`src/rtl/moore_1101_framer.sv`:
```
// rtl/moore_1101_framer.sv - serial frame transmitter: sync header, MSB-first payload, idle gap
// Every output is decoded from state, cnt and the shift registers, so nothing combinational reaches ser_out.
module moore_1101_framer #(
    parameter int                DATA_W = 8,
    parameter int                SYNC_W = 4,
    parameter logic [SYNC_W-1:0] SYNC   = 4'b1101,
    parameter int                GAP    = 2
) (
    input  logic              clock,
    input  logic              reset_n,
    input  logic              load_valid,
    input  logic [DATA_W-1:0] load_data,
    output logic              load_ready,
    output logic              ser_out,
    output logic              ser_valid,
    output logic              frame_start,
    output logic              frame_done
);

    localparam int MAX_SD  = (SYNC_W > DATA_W) ? SYNC_W : DATA_W;
    localparam int MAX_ALL = (MAX_SD > GAP) ? MAX_SD : GAP;
    localparam int CNT_W   = $clog2(MAX_ALL + 1);

    localparam logic [CNT_W-1:0] SYNC_LAST = CNT_W'(SYNC_W - 1);
    localparam logic [CNT_W-1:0] DATA_LAST = CNT_W'(DATA_W - 1);
    // With GAP=0 the GAP state is unreachable; the constant only needs to be legal.
    localparam logic [CNT_W-1:0] GAP_LAST  = (GAP > 0) ? CNT_W'(GAP - 1) : '0;

    localparam logic [1:0] S_IDLE = 2'd0;
    localparam logic [1:0] S_SYNC = 2'd1;
    localparam logic [1:0] S_DATA = 2'd2;
    localparam logic [1:0] S_GAP  = 2'd3;

    logic [1:0]        state;
    logic [CNT_W-1:0]  cnt;
    logic [SYNC_W-1:0] sync_sr;
    logic [DATA_W-1:0] data_sr;
    logic              accept;

    // reset_n gates ready so a producer never sees a handshake while the block is held in reset.
    assign load_ready  = (state == S_IDLE) && reset_n;
    assign accept      = load_valid && load_ready;
    assign ser_valid   = (state == S_SYNC) || (state == S_DATA);
    assign ser_out     = (state == S_SYNC) ? sync_sr[SYNC_W-1] :
                         (state == S_DATA) ? data_sr[DATA_W-1] : 1'b0;
    assign frame_start = (state == S_SYNC) && (cnt == '0);
    assign frame_done  = (state == S_DATA) && (cnt == DATA_LAST);

    always_ff @(posedge clock or negedge reset_n) begin
        if (!reset_n) begin
            state   <= S_IDLE;
            cnt     <= '0;
            sync_sr <= '0;
            data_sr <= '0;
        end else begin
            case (state)
                S_IDLE: begin
                    if (accept) begin
                        data_sr <= load_data;
                        sync_sr <= SYNC;
                        cnt     <= '0;
                        state   <= S_SYNC;
                    end
                end
                S_SYNC: begin
                    sync_sr <= sync_sr << 1;
                    if (cnt == SYNC_LAST) begin
                        cnt   <= '0;
                        state <= S_DATA;
                    end else begin
                        cnt <= cnt + 1'b1;
                    end
                end
                S_DATA: begin
                    data_sr <= data_sr << 1;
                    if (cnt == DATA_LAST) begin
                        cnt   <= '0;
                        state <= (GAP > 0) ? S_GAP : S_IDLE;
                    end else begin
                        cnt <= cnt + 1'b1;
                    end
                end
                S_GAP: begin
                    if (cnt == GAP_LAST) begin
                        cnt   <= '0;
                        state <= S_IDLE;
                    end else begin
                        cnt <= cnt + 1'b1;
                    end
                end
                default: begin
                    cnt   <= '0;
                    state <= S_IDLE;
                end
            endcase
        end
    end

endmodule
```
`config.mk`:
```
export PLATFORM = sky130hd
export DESIGN_NAME = moore_1101_framer
export DESIGN_NICKNAME = d
export VERILOG_FILES = /design/src/rtl/moore_1101_framer.sv
export SDC_FILE = /design/constraint.sdc
export NUM_CORES = 1
export LEC_CHECK = 0
export BUFFER_PORTS_ARGS = -buffer_cell sky130_fd_sc_hd__clkbuf_2
export CAP_MARGIN = 0
export CORE_MARGIN = 1.5
export CORE_UTILIZATION = 50
export DETAILED_ROUTE_END_ITERATION = 6
export GPL_TIMING_DRIVEN = 0
export PLACE_DENSITY = 0.76
export SETUP_SLACK_MARGIN = 0.2
export SLEW_MARGIN = 20
export SYNTH_ARGS = -nofsm -noshare
export SYNTH_HDL_FRONTEND = slang
export SYNTH_SLANG_ARGS = --single-unit
```
`constraint.sdc`:
```
create_clock -name clock -period 3.25 [get_ports clock]
set_input_delay 0.325 -clock clock [delete_from_list [all_inputs] [get_ports clock]]
set_output_delay 0.325 -clock clock [all_outputs]
set_load 0.005 [all_outputs]
```
# Word level (Yosys, flattened, before mapping)
# Index checks and enable logic that the tools add are counted.
[op_classes]
n_addsub = 1
n_eq_ne = 10
muxes = 16
reduce_logical = 12
[op_table]
columns = ["operator", "n"]
rows = [
  ["2-to-1 mux 4 bit", 5],
  ["one-hot mux 4 bit (4 select lines)", 1],
  ["one-hot mux 8 bit (2 select lines)", 1],
  ["2-to-1 mux 2 bit", 4],
  ["2-to-1 mux 8 bit", 1],
  ["one-hot mux 2 bit (4 select lines)", 1],
  ["one-hot mux 4 bit (2 select lines)", 1],
  ["adder 4 x 1 -> 4 bit, second input constant", 1],
  ["== test 2 bit, second input constant", 2],
  ["== test 4 x 1 -> 1 bit, second input constant", 1],
  ["== test 4 x 2 -> 1 bit, second input constant", 1],
  ["== test 4 x 3 -> 1 bit, second input constant", 1],
  ["logical AND 1 bit", 4],
  ["zero test 4 bit", 1],
  ["inequality test 2 x 1 -> 1 bit, second input constant", 2],
  ["inequality test 2 bit, second input constant", 2],
  ["AND reduction 2 bit", 2],
  ["AND reduction 4 bit", 1],
  ["nonzero test 2 bit", 2],
  ["== test 2 x 1 -> 1 bit, second input constant", 1],
  ["zero test 2 bit", 1],
  ["2-to-1 mux 1 bit", 2],
  ["logical OR 1 bit", 1],
]
[totals]
register_bits = 18
in_bits = 11
output_inout_bits = 5

# Depth between registers and ports, before layout
# Gate-level depths: netlist (run 1).
[depth]
word_depth = 5
mapped_depth = 7
depth_no_buf = 6

# Least setup slack after synthesis (run 1)
# Ideal clock, no wire load.
[synth_path]
kind = "register to register"
from = "reg state[1]"
to = "reg state[1]"
setup_time_ns = 0.125
arrival_time_ns = 1.531
required_ns = 3.125
slack_ns = 1.594
path_stages_with_launch = 7
n_path_buf = 0
synth_period_minus_slack_ns = 1.656
path_cell_list = "dfrtp_1 -> inv_1 -> ha_1 -> o22a_2 -> a221oi_4 -> nand3_2 -> mux2_4"
[synth_between]
elab_chain_len = 5
[synth_rtl]
columns = ["element", "line", "source"]
rows = [
  ["start, declared", "34", "logic [1:0] state;"],
  ["start signal, assigned", "78", "state <= (GAP > 0) ? S_GAP : S_IDLE;"],
  ["zero test 2 bit", "41, 56", ""],
  ["logical AND 1 bit", "41", "assign load_ready = (state == S_IDLE) && reset_n;"],
  ["logical AND 1 bit", "42", "assign accept = load_valid && load_ready;"],
  ["inequality test 2 bit (no source line)", "--", ""],
  ["AND reduction 4 bit (no source line)", "--", ""],
]
# Several ways; a longest one is shown, not always the timed one.
# A chain may end at the register's enable or synchronous reset.

# Final worst setup path (run 1)
[layout_path]
from = "reg state[0]"
to = "out ser_out"
[layout_between]
elab_chain_len = 3
[layout_rtl]
columns = ["element", "line", "source"]
rows = [
  ["== test 2 bit", "45", "(state == S_DATA) ? data_sr[DATA_W-1] : 1'b0;"],
  ["2-to-1 mux 1 bit", "45", ""],
  ["2-to-1 mux 1 bit *", "44", "assign ser_out = (state == S_SYNC) ? sync_sr[SYNC_W-1] :"],
  ["end, declared", "14", "output logic ser_out,"],
]
# Every way passes the cells marked *; elsewhere a longest branch is shown, timed or not.

==> results.json, run 1 <==
{
  "start_kind": "flip-flop",
  "portBuffers": 15,
  "cap_violations": 0,
  "synth-seq-cells": 18,
  "grt_start_max_net_pins": 23,
  "cts_tree": "built",
  "io_pins": 16,
  "dp.final_hpwl_microns": 1600,
  "ir_worst_vdd_uv": 518,
  "cp.required_ns": 2.92,
  "syn-instance-count": 115,
  "wire_per_inst_microns": 12.8,
  "skew_ns": 0.00108,
  "drv_slew": 0,
  "min_from": "load_data[7]",
  "fmax_mhz": 449,
  "cp-startpoint": "state[0]$_DFFE_PN0P_",
  "clkSlewWorstSetupHoldPaths_ns": 0.10,
  "nFillCells": 176,
  "ys_types": 31,
  "vias": 847,
  "finalNonFillerCells": 162,
  "fp.coreArea_sq_um": 2000,
  "met3_usage_pct": 3.33,
  "grtUsageMet1_pct": 25.2,
  "drc": 0,
  "worstMarginPinSlew_ns": 0.614,
  "grt_pass1_wl_microns": 3750,
  "num_rows": 16,
  "grt_use_met2_pct": 32.9,
  "drt_first_pass_iters": 4,
  "cts_buffer_depth": 2,
  "cts.sinks": 18,
  "area_growth_pct": 14.3,
  "grt_overflow_total": 0,
  "status": "completed",
  "avgSynthCellArea_sq_um": 9.41,
  "hold_viol": 0,
  "synth_nets": 134,
  "die_h_microns": 49.5,
  "finalSetupViolations": 0,
  "grtUsageTotal_pct": 19.5,
  "grt_pass1_vias": 879,
  "start_util_pct": 54.1,
  "rsz0062_at_grt": "false",
  "antenna_found_initial": 0,
  "crit_type": "flip-flop to output pin",
  "yosys_warnings": 0,
  "finalCritPeriodShare_pct": 68.5,
  "place_congestion": 0.838,
  "power.leakage_nw": 0.588,
  "powerDensity_nw_per_um2": 953,
  "setup_tns_ns": 0,
  "worst_hold_slack_ns": 0.303,
  "diodes": 0,
  "grt_most_used_layer": "met2",
  "fin_nets": 155,
  "root_buffer": "clkbuf_4",
  "yosysTopAreaCellShare_pct": 41.6,
  "routed_wirelength_microns": 2070,
  "finalPower_mw": 1.18,
  "synth-edff-count": 0,
  "critPathArrivalTime_ns": 1.90,
  "async_flop_share_pct": 100,
  "layout_min_cycle_time_ns": 2.23,
  "h-tree-depth": 1,
  "synthFlopType": "dfrtp_1",
  "die_w_microns": 49.5,
  "hp-class": "input pin to flip-flop",
  "synth.area.top_cells": "dfrtp_1 (42%), ha_1 (9.2%), mux2i_1 (7.4%)",
  "postRouteAntennaNets": 0,
  "dpl.cell_count": 157,
  "drive_above_1_share_pct": 20.0,
  "synth_largest_area_cell": "dfrtp_1",
  "layout_commonest_cell": "nand2_1",
  "cts_made_buffers": 3,
  "cp_max_fo": 10,
  "insertion_delay_ns": 0.28,
  "syn-cell-area_sq_um": 1080,
  "fp.dieArea_sq_um": 2450,
  "relSlewSlack_pct": 59.1,
  "drt_iter0_markers": 13,
  "layout_common_cells": "nand2_1 (21), dfrtp_1 (18), clkbuf_2 (15), inv_1 (9), o21ai_1 (9)",
  "yosysSeqAreaShare_pct": 41.6,
  "r2r-start": "state[1]$_DFFE_PN0P_",
  "post_drt_via_cell_ratio": 5.23,
  "endpoint_kind": "output pin"
}
## critical path, cell delays in order, from the launching register on
cell      delay (ns)
dfrtp_1         0.41
inv_1           0.13
ha_1            0.20
buf_1           0.49
nand2_1         0.09
o21ai_0         0.15
clkbuf_2        0.13
## power breakdown
part | switching [mW] | total [mW] | leakage [nW] | internal (mW)
combinational | 0.353 | 0.649 | 0.339 | 0.296
clock | 0.0676 | 0.136 | 0.0210 | 0.0681
sequential | 0.0734 | 0.395 | 0.228 | 0.321
total | 0.494 | 1.18 | 0.588 | 0.686
## cells by family after synthesis
kind of cell,count (synthesis),share of synthesized area [%]
AOI/OAI and AO/OA,29,18.8
adders and majority gates,8,9.25
buffers and inverters,13,5.20
DFF,18,41.6
muxes,10,9.83
and+or+nand+nor,37,15.3
## state kept, by name (all words and copies together), names as in the netlist
register  count
data_sr       8
state         2
sync_sr       4
cnt           4
## repair_timing
| item | in CTS | in global routing |
|---|---|---|
| resized for setup | 0 | 0 |
| hold buffers | 1 | 0 |
| buffers inserted | 0 | 0 |
| hold endpoints to repair | 18 | 0 |
## layout make-up
| type | instances | area (sq um) | share of cell area (%) |
|---|---|---|---|
| multi-input combinational | 84 | 576 | 46.5 |
| buffer | 4 | 22.5 | 1.82 |
| timing repair buffer | 16 | 85.1 | 6.88 |
| tap | 27 | 33.8 | 2.73 |
| inverter | 9 | 33.8 | 2.73 |
| clock buffer | 4 | 36.3 | 2.93 |
| sequential | 18 | 450 | 36.4 |
## path summary, 6_finish.rpt
path | depth (start not counted) | slack, ns | end
min in group asynchronous | 2 | 0.53 | sync_sr[3]$_DFFE_PN0P_
worst min-delay path | 3 | 0.30 | data_sr[7]$_DFFE_PN0P_
worst max-delay path | 6 | 1.02 | ser_out
worst max register to register | 6 | 1.44 | state[1]$_DFFE_PN0P_
worst min register to register | 2 | 0.49 | data_sr[7]$_DFFE_PN0P_
max in group asynchronous | 2 | 2.38 | state[1]$_DFFE_PN0P_
## cell usage after synthesis, types with 2 or more instances
cell type	number
and2_1	2
a21oi_1	2
a22o_1	2
mux2i_1	8
nor2_1	5
clkbuf_1	2
o21ai_0	4
nand3_1	2
a211oi_1	2
inv_1	9
o21ai_1	9
dfrtp_1	18
o22ai_1	3
ha_1	8
nor3_1	3
nand2_1	21
## metrics by stage
stage | cell area [sq um] | utilization [%] | worst slack [ns]
detailed placement | 1190 | 59.5 | 1.30
CTS | 1240 | 61.8 | 1.00
global placement | 1190 | 59.5 | 1.34
floorplan | 1080 | - | 1.59
finish | 1240 | 61.8 | 1.02
global route | 1240 | 61.8 | 0.761
## metal layers
metal  vias up  share of wire (%)  wire, microns
met2        11                 49           1010
met1       399                 48            986
met3         2                2.7             56
li1        435                  -              -
met5         -                  0              0
met4         0               0.68             14
(Power assumes the default switching activity.)
==> inputs of run 2 (changes only) <==
==> constraint.sdc (replaced) <==
create_clock -name clock -period 2.2 [get_ports clock]
set_input_delay 0.22 -clock clock [delete_from_list [all_inputs] [get_ports clock]]
set_output_delay 0.22 -clock clock [all_outputs]
set_load 0.005 [all_outputs]
==> results.json, run 2 (same netlist as run 1, synthesis figures left out) <==
{
  "setup_slack_ns": 0.348,
  "post_drt_via_cell_ratio": 5.35,
  "hp-class": "input pin to flip-flop",
  "start_kind": "flip-flop",
  "grt_start_max_net_pins": 19,
  "start_util_pct": 54.1,
  "drt_first_pass_iters": 4,
  "finalCritPeriodShare_pct": 84.2,
  "hold_viol": 0,
  "rsz0062_at_grt": "true",
  "drt_iter0_markers": 12,
  "vias": 867,
  "largest_register": "data_sr",
  "grt_pass1_vias": 911,
  "wire_per_inst_microns": 13.7,
  "layout_common_cells": "nand2_1 (21), dfrtp_1 (18), clkbuf_2 (15), inv_1 (9), o21ai_1 (9)",
  "place_congestion": 0.838,
  "antenna_found_initial": 0,
  "crit_type": "flip-flop to output pin",
  "r2r-start": "state[0]$_DFFE_PN0P_",
  "grt_pass1_wl_microns": 3850,
  "crit_path_cell_trace": "inv_1 > ha_2 > clkbuf_4 > nand2_1 > nor3_1 > clkbuf_2",
  "powerDensity_nw_per_um2": 1420,
  "cap_violations": 0,
  "io_pins": 16,
  "cts_tree": "built",
  "layout_commonest_cell": "nand2_1",
  "setup_tns_ns": 0,
  "cts_buffer_depth": 2,
  "worstHoldPathCells": 3,
  "die_w_microns": 49.5,
  "worstMarginPinSlew_ns": 0.814,
  "portBuffers": 15,
  "slowest_delay_ns": 0.43,
  "grtUsageTotal_pct": 20.1,
  "place_ws_ns": 0.355,
  "fp.coreArea_sq_um": 2000,
  "fp.dieArea_sq_um": 2450,
  "fin_nets": 155,
  "postRouteAntennaNets": 0,
  "largestRegisters": "data_sr: 8 flops, cnt: 4 flops, sync_sr: 4 flops",
  "postCtsSetupRepairBufs": 0,
  "layout_min_cycle_time_ns": 1.85,
  "insertion_delay_ns": 0.29,
  "ir_worst_vdd_uv": 720,
  "finalPower_mw": 1.77,
  "clkSlewWorstSetupHoldPaths_ns": 0.11,
  "r2r_cells": 7,
  "drc": 0,
  "drive_above_1_share_pct": 22.2,
  "critPathArrivalTime_ns": 1.63,
  "finalSetupViolations": 0,
  "skew_ns": 0.00367,
  "cp-startpoint": "state[1]$_DFFE_PN0P_",
  "largest_reg_flops": 8,
  "num_rows": 16,
  "cp.required_ns": 1.98,
  "relSlewSlack_pct": 45.6,
  "root_buffer": "clkbuf_4",
  "crit_slowest_cell": "dfrtp_1",
  "endpoint_kind": "output pin",
  "dp.final_hpwl_microns": 1600,
  "area_growth_pct": 15.3,
  "cts.sinks": 18,
  "cp_max_fo": 10,
  "nFillCells": 173,
  "diodes": 0,
  "h-tree-depth": 1,
  "routed_wirelength_microns": 2210,
  "fmax_mhz": 540,
  "status": "completed",
  "power.leakage_nw": 0.594,
  "grt_overflow_total": 0,
  "min_from": "load_data[7]",
  "die_h_microns": 49.5,
  "drv_slew": 0,
  "cts_made_buffers": 3
}
run 2: cell counts in the layout (fill, tap and decap cells not counted):
Identical to the previous run, type by type.
run 2: per-stage QoR:
step | util, % | hold slack [ns] | std cells | area [sq um]
2_1_floorplan | - | -0.0756 | 115 | 1080
3_3_place_gp | 59.5 | 0.210 | 157 | 1190
3_5_place_dp | 59.5 | 0.208 | 157 | 1190
4_1_cts | 61.9 | 0.194 | 162 | 1240
5_1_grt | 62.3 | 0.179 | 162 | 1250
6_report | 62.3 | 0.195 | 162 | 1250
run 2: layout make-up:
| type | count | area (sq um) | area share (%) |
|---|---|---|---|
| clock buffers | 4 | 36.3 | 2.91 |
| repair buffers | 16 | 85.1 | 6.82 |
| well taps | 27 | 33.8 | 2.71 |
| plain buffers | 4 | 30.0 | 2.41 |
| multi-input cells | 84 | 578 | 46.3 |
| inverters | 9 | 33.8 | 2.71 |
| flip-flops and latches | 18 | 450 | 36.1 |
run 2: metal layers:
| layer | part of all wire, % | global-route usage [%] | vias up |
|---|---|---|---|
| met5 | 0 | 0 | - |
| met4 | 0.63 | 7.41 | 0 |
| met3 | 3.2 | 3.64 | 2 |
| met2 | 50 | 34.0 | 18 |
| met1 | 46 | 25.6 | 411 |
| li1 | - | - | 436 |
run 2: worst max-delay path: cells and delay by family, from the launching register on:
family	cells	cell delay, ns
adders and majority gates	1	0.24
and+or+nand+nor	2	0.20
buffers and inverters	3	0.48
DFF	1	0.43
run 2: path summary, 6_finish.rpt:
| path | endpoint | slack [ns] |
|---|---|---|
| worst max-delay path | frame_start | 0.35 |
| worst min-delay path | data_sr[7]$_DFFE_PN0P_ | 0.20 |
| worst max register to register | data_sr[4]$_DFFE_PN0P_ | 0.38 |
| worst min register to register | data_sr[7]$_DFFE_PN0P_ | 0.50 |
| max in group asynchronous | state[1]$_DFFE_PN0P_ | 1.07 |
| min in group asynchronous | sync_sr[3]$_DFFE_PN0P_ | 0.63 |
run 2: timing repair:
| item | in CTS | in global routing |
|---|---|---|
| endpoints found under the setup margin | 2 | 2 |
| endpoints found under the hold margin | 18 | 0 |
| gates resized for setup | 2 | 5 |
| hold buffers | 1 | 0 |
run 2: power by group:
group / leakage [nW] / switching [mW] / internal [mW]
Clock: 0.0210 / 0.102 / 0.101
Combinational: 0.345 / 0.528 / 0.454
Sequential: 0.228 / 0.112 / 0.475
Total: 0.594 / 0.742 / 1.03
==> inputs of run 3 (changes only) <==
==> constraint.sdc (replaced) <==
create_clock -name clock -period 1.8 [get_ports clock]
set_input_delay 0.18 -clock clock [delete_from_list [all_inputs] [get_ports clock]]
set_output_delay 0.18 -clock clock [all_outputs]
set_load 0.005 [all_outputs]
==> results.json, run 3 (same netlist as run 1, synthesis figures left out) <==
{
  "relSlewSlack_pct": 43.5,
  "num_rows": 16,
  "finalNonFillerCells": 174,
  "drive_above_1_share_pct": 40.8,
  "place_ws_ns": -0.00403,
  "cp.required_ns": 1.99,
  "clkSlewWorstSetupHoldPaths_ns": 0.11,
  "setup_tns_ns": 0,
  "cts_made_buffers": 3,
  "grt_pass1_wl_microns": 4170,
  "route.top_layer_used": "met4",
  "largest_reg_flops": 8,
  "die_w_microns": 49.5,
  "root_buffer": "clkbuf_4",
  "vias": 936,
  "finalSetupViolations": 0,
  "wl_met1_microns": 1110,
  "setup_slack_ns": 0.134,
  "postLayoutCellArea_sq_um": 1460,
  "antenna_found_initial": 0,
  "drc": 0,
  "wire_per_inst_microns": 14.4,
  "place_congestion": 0.838,
  "insertion_delay_ns": 0.30,
  "cts_tree": "built",
  "die_h_microns": 49.5,
  "dp.final_hpwl_microns": 1480,
  "grt_overflow_total": 0,
  "io_pins": 16,
  "grt_start_max_net_pins": 19,
  "area_growth_pct": 35.3,
  "dpl.cell_count": 157,
  "postRouteAntennaNets": 0,
  "finalCritPeriodShare_pct": 92.6,
  "h-tree-depth": 1,
  "layout_common_cells": "nand2_1 (20), dfrtp_1 (17), clkbuf_2 (14), buf_4 (11), o21ai_1 (9)",
  "skew_ns": 0.00931,
  "status": "completed",
  "drt_iter0_markers": 19,
  "grtUsageTotal_pct": 22.4,
  "hold_viol": 0,
  "start_util_pct": 54.1,
  "fin_nets": 168,
  "largestRegisters": "data_sr: 8 flops, cnt: 4 flops, sync_sr: 4 flops",
  "drt_first_pass_iters": 4,
  "grt_pass1_vias": 934,
  "dr_wl_met2_microns": 1230,
  "routed_wirelength_microns": 2500,
  "power.leakage_nw": 0.684,
  "critPathArrivalTime_ns": 1.86,
  "diodes": 0,
  "route.met3.wl_microns": 77,
  "largest_register": "data_sr",
  "cp_max_fo": 4,
  "fp.dieArea_sq_um": 2450,
  "endpoint_kind": "flip-flop",
  "crit_type": "flip-flop to flip-flop",
  "fp.coreArea_sq_um": 2000,
  "cts.sinks": 18,
  "place_area_sq_um": 1190,
  "hp-class": "input pin to flip-flop",
  "cts_buffer_depth": 2,
  "cap_violations": 0,
  "worstMarginPinSlew_ns": 0.844,
  "ir_worst_vdd_uv": 1180,
  "drv_slew": 0,
  "rsz0062_at_grt": "true",
  "layout_commonest_cell": "nand2_1",
  "powerDensity_nw_per_um2": 1830,
  "start_kind": "flip-flop",
  "layout_min_cycle_time_ns": 1.67,
  "portBuffers": 15,
  "fmax_mhz": 600,
  "post_drt_via_cell_ratio": 5.38
}
[run 3: changes by cell type in the layout (fill, tap and decap cells not counted), sizes merged]
cell / previous run / this run
buf: 2 / 16
clkbuf: 21 / 19
[run 3: layer usage]
metal / track usage, % / vias to the layer above
li1: - / 461
met1: 27.3 / 443
met2: 38.7 / 26
met3: 1.82 / 6
met4: 13.0 / 0
met5: 0 / -
[run 3: timing repair]
action | in CTS | in global routing
cloned | 0 | 0
setup endpoints to repair | 19 | 21
endpoints found under the hold margin | 18 | 0
pin swaps | 9 | 10
hold buffers | 1 | 0
gates resized for setup | 21 | 19
buffers inserted | 10 | 3
[run 3: stage by stage]
step           util, %  hold slack (ns)  power [mW]
2_1_floorplan        -           -0.116        1.61
3_3_place_gp      59.6            0.166        1.83
3_5_place_dp      59.6            0.166        1.88
4_1_cts           68.8            0.150        2.45
5_1_grt           73.1            0.161        2.88
6_report          73.1            0.144        2.68
[run 3: worst paths after layout]
path | startpoint | to | slack [ns] | cells after the start
worst max-delay path | state[1]$_DFFE_PN0P_ | state[1]$_DFFE_PN0P_ | 0.13 | 6
worst min-delay path | load_data[4] | data_sr[4]$_DFFE_PN0P_ | 0.14 | 3
worst max register to register | state[1]$_DFFE_PN0P_ | state[1]$_DFFE_PN0P_ | 0.13 | 6
worst min register to register | data_sr[4]$_DFFE_PN0P_ | data_sr[4]$_DFFE_PN0P_ | 0.50 | 2
max in group asynchronous | reset_n | state[0]$_DFFE_PN0P_ | 0.58 | 2
min in group asynchronous | reset_n | sync_sr[1]$_DFFE_PN0P_ | 0.64 | 2
[run 3: final cells by class]
class                      instances  area [sq um]
fill                             151           538
timing repair buffer              29           190
clock buffer                       3          22.5
multi-input combinational         84           676
sequential                        18           452
inverter                           9          36.3
tap                               27          33.8
buffer                             4          53.8
[run 3: power breakdown]
group          internal, mW  switching (mW)  total, mW  leakage (nW)
clock network        0.0782           0.133      0.211        0.0138
registers             0.582           0.162      0.745         0.227
logic                 0.921           0.801       1.72         0.443
total                  1.58            1.10       2.68         0.684
[run 3: critical path, stage by stage, from the launching register on]
cell and delay, ns:
dfrtp_1 0.44, inv_2 0.09, ha_4 0.18, o22a_2 0.20, a221oi_4 0.21, nand3_2 0.13, mux2_4 0.31
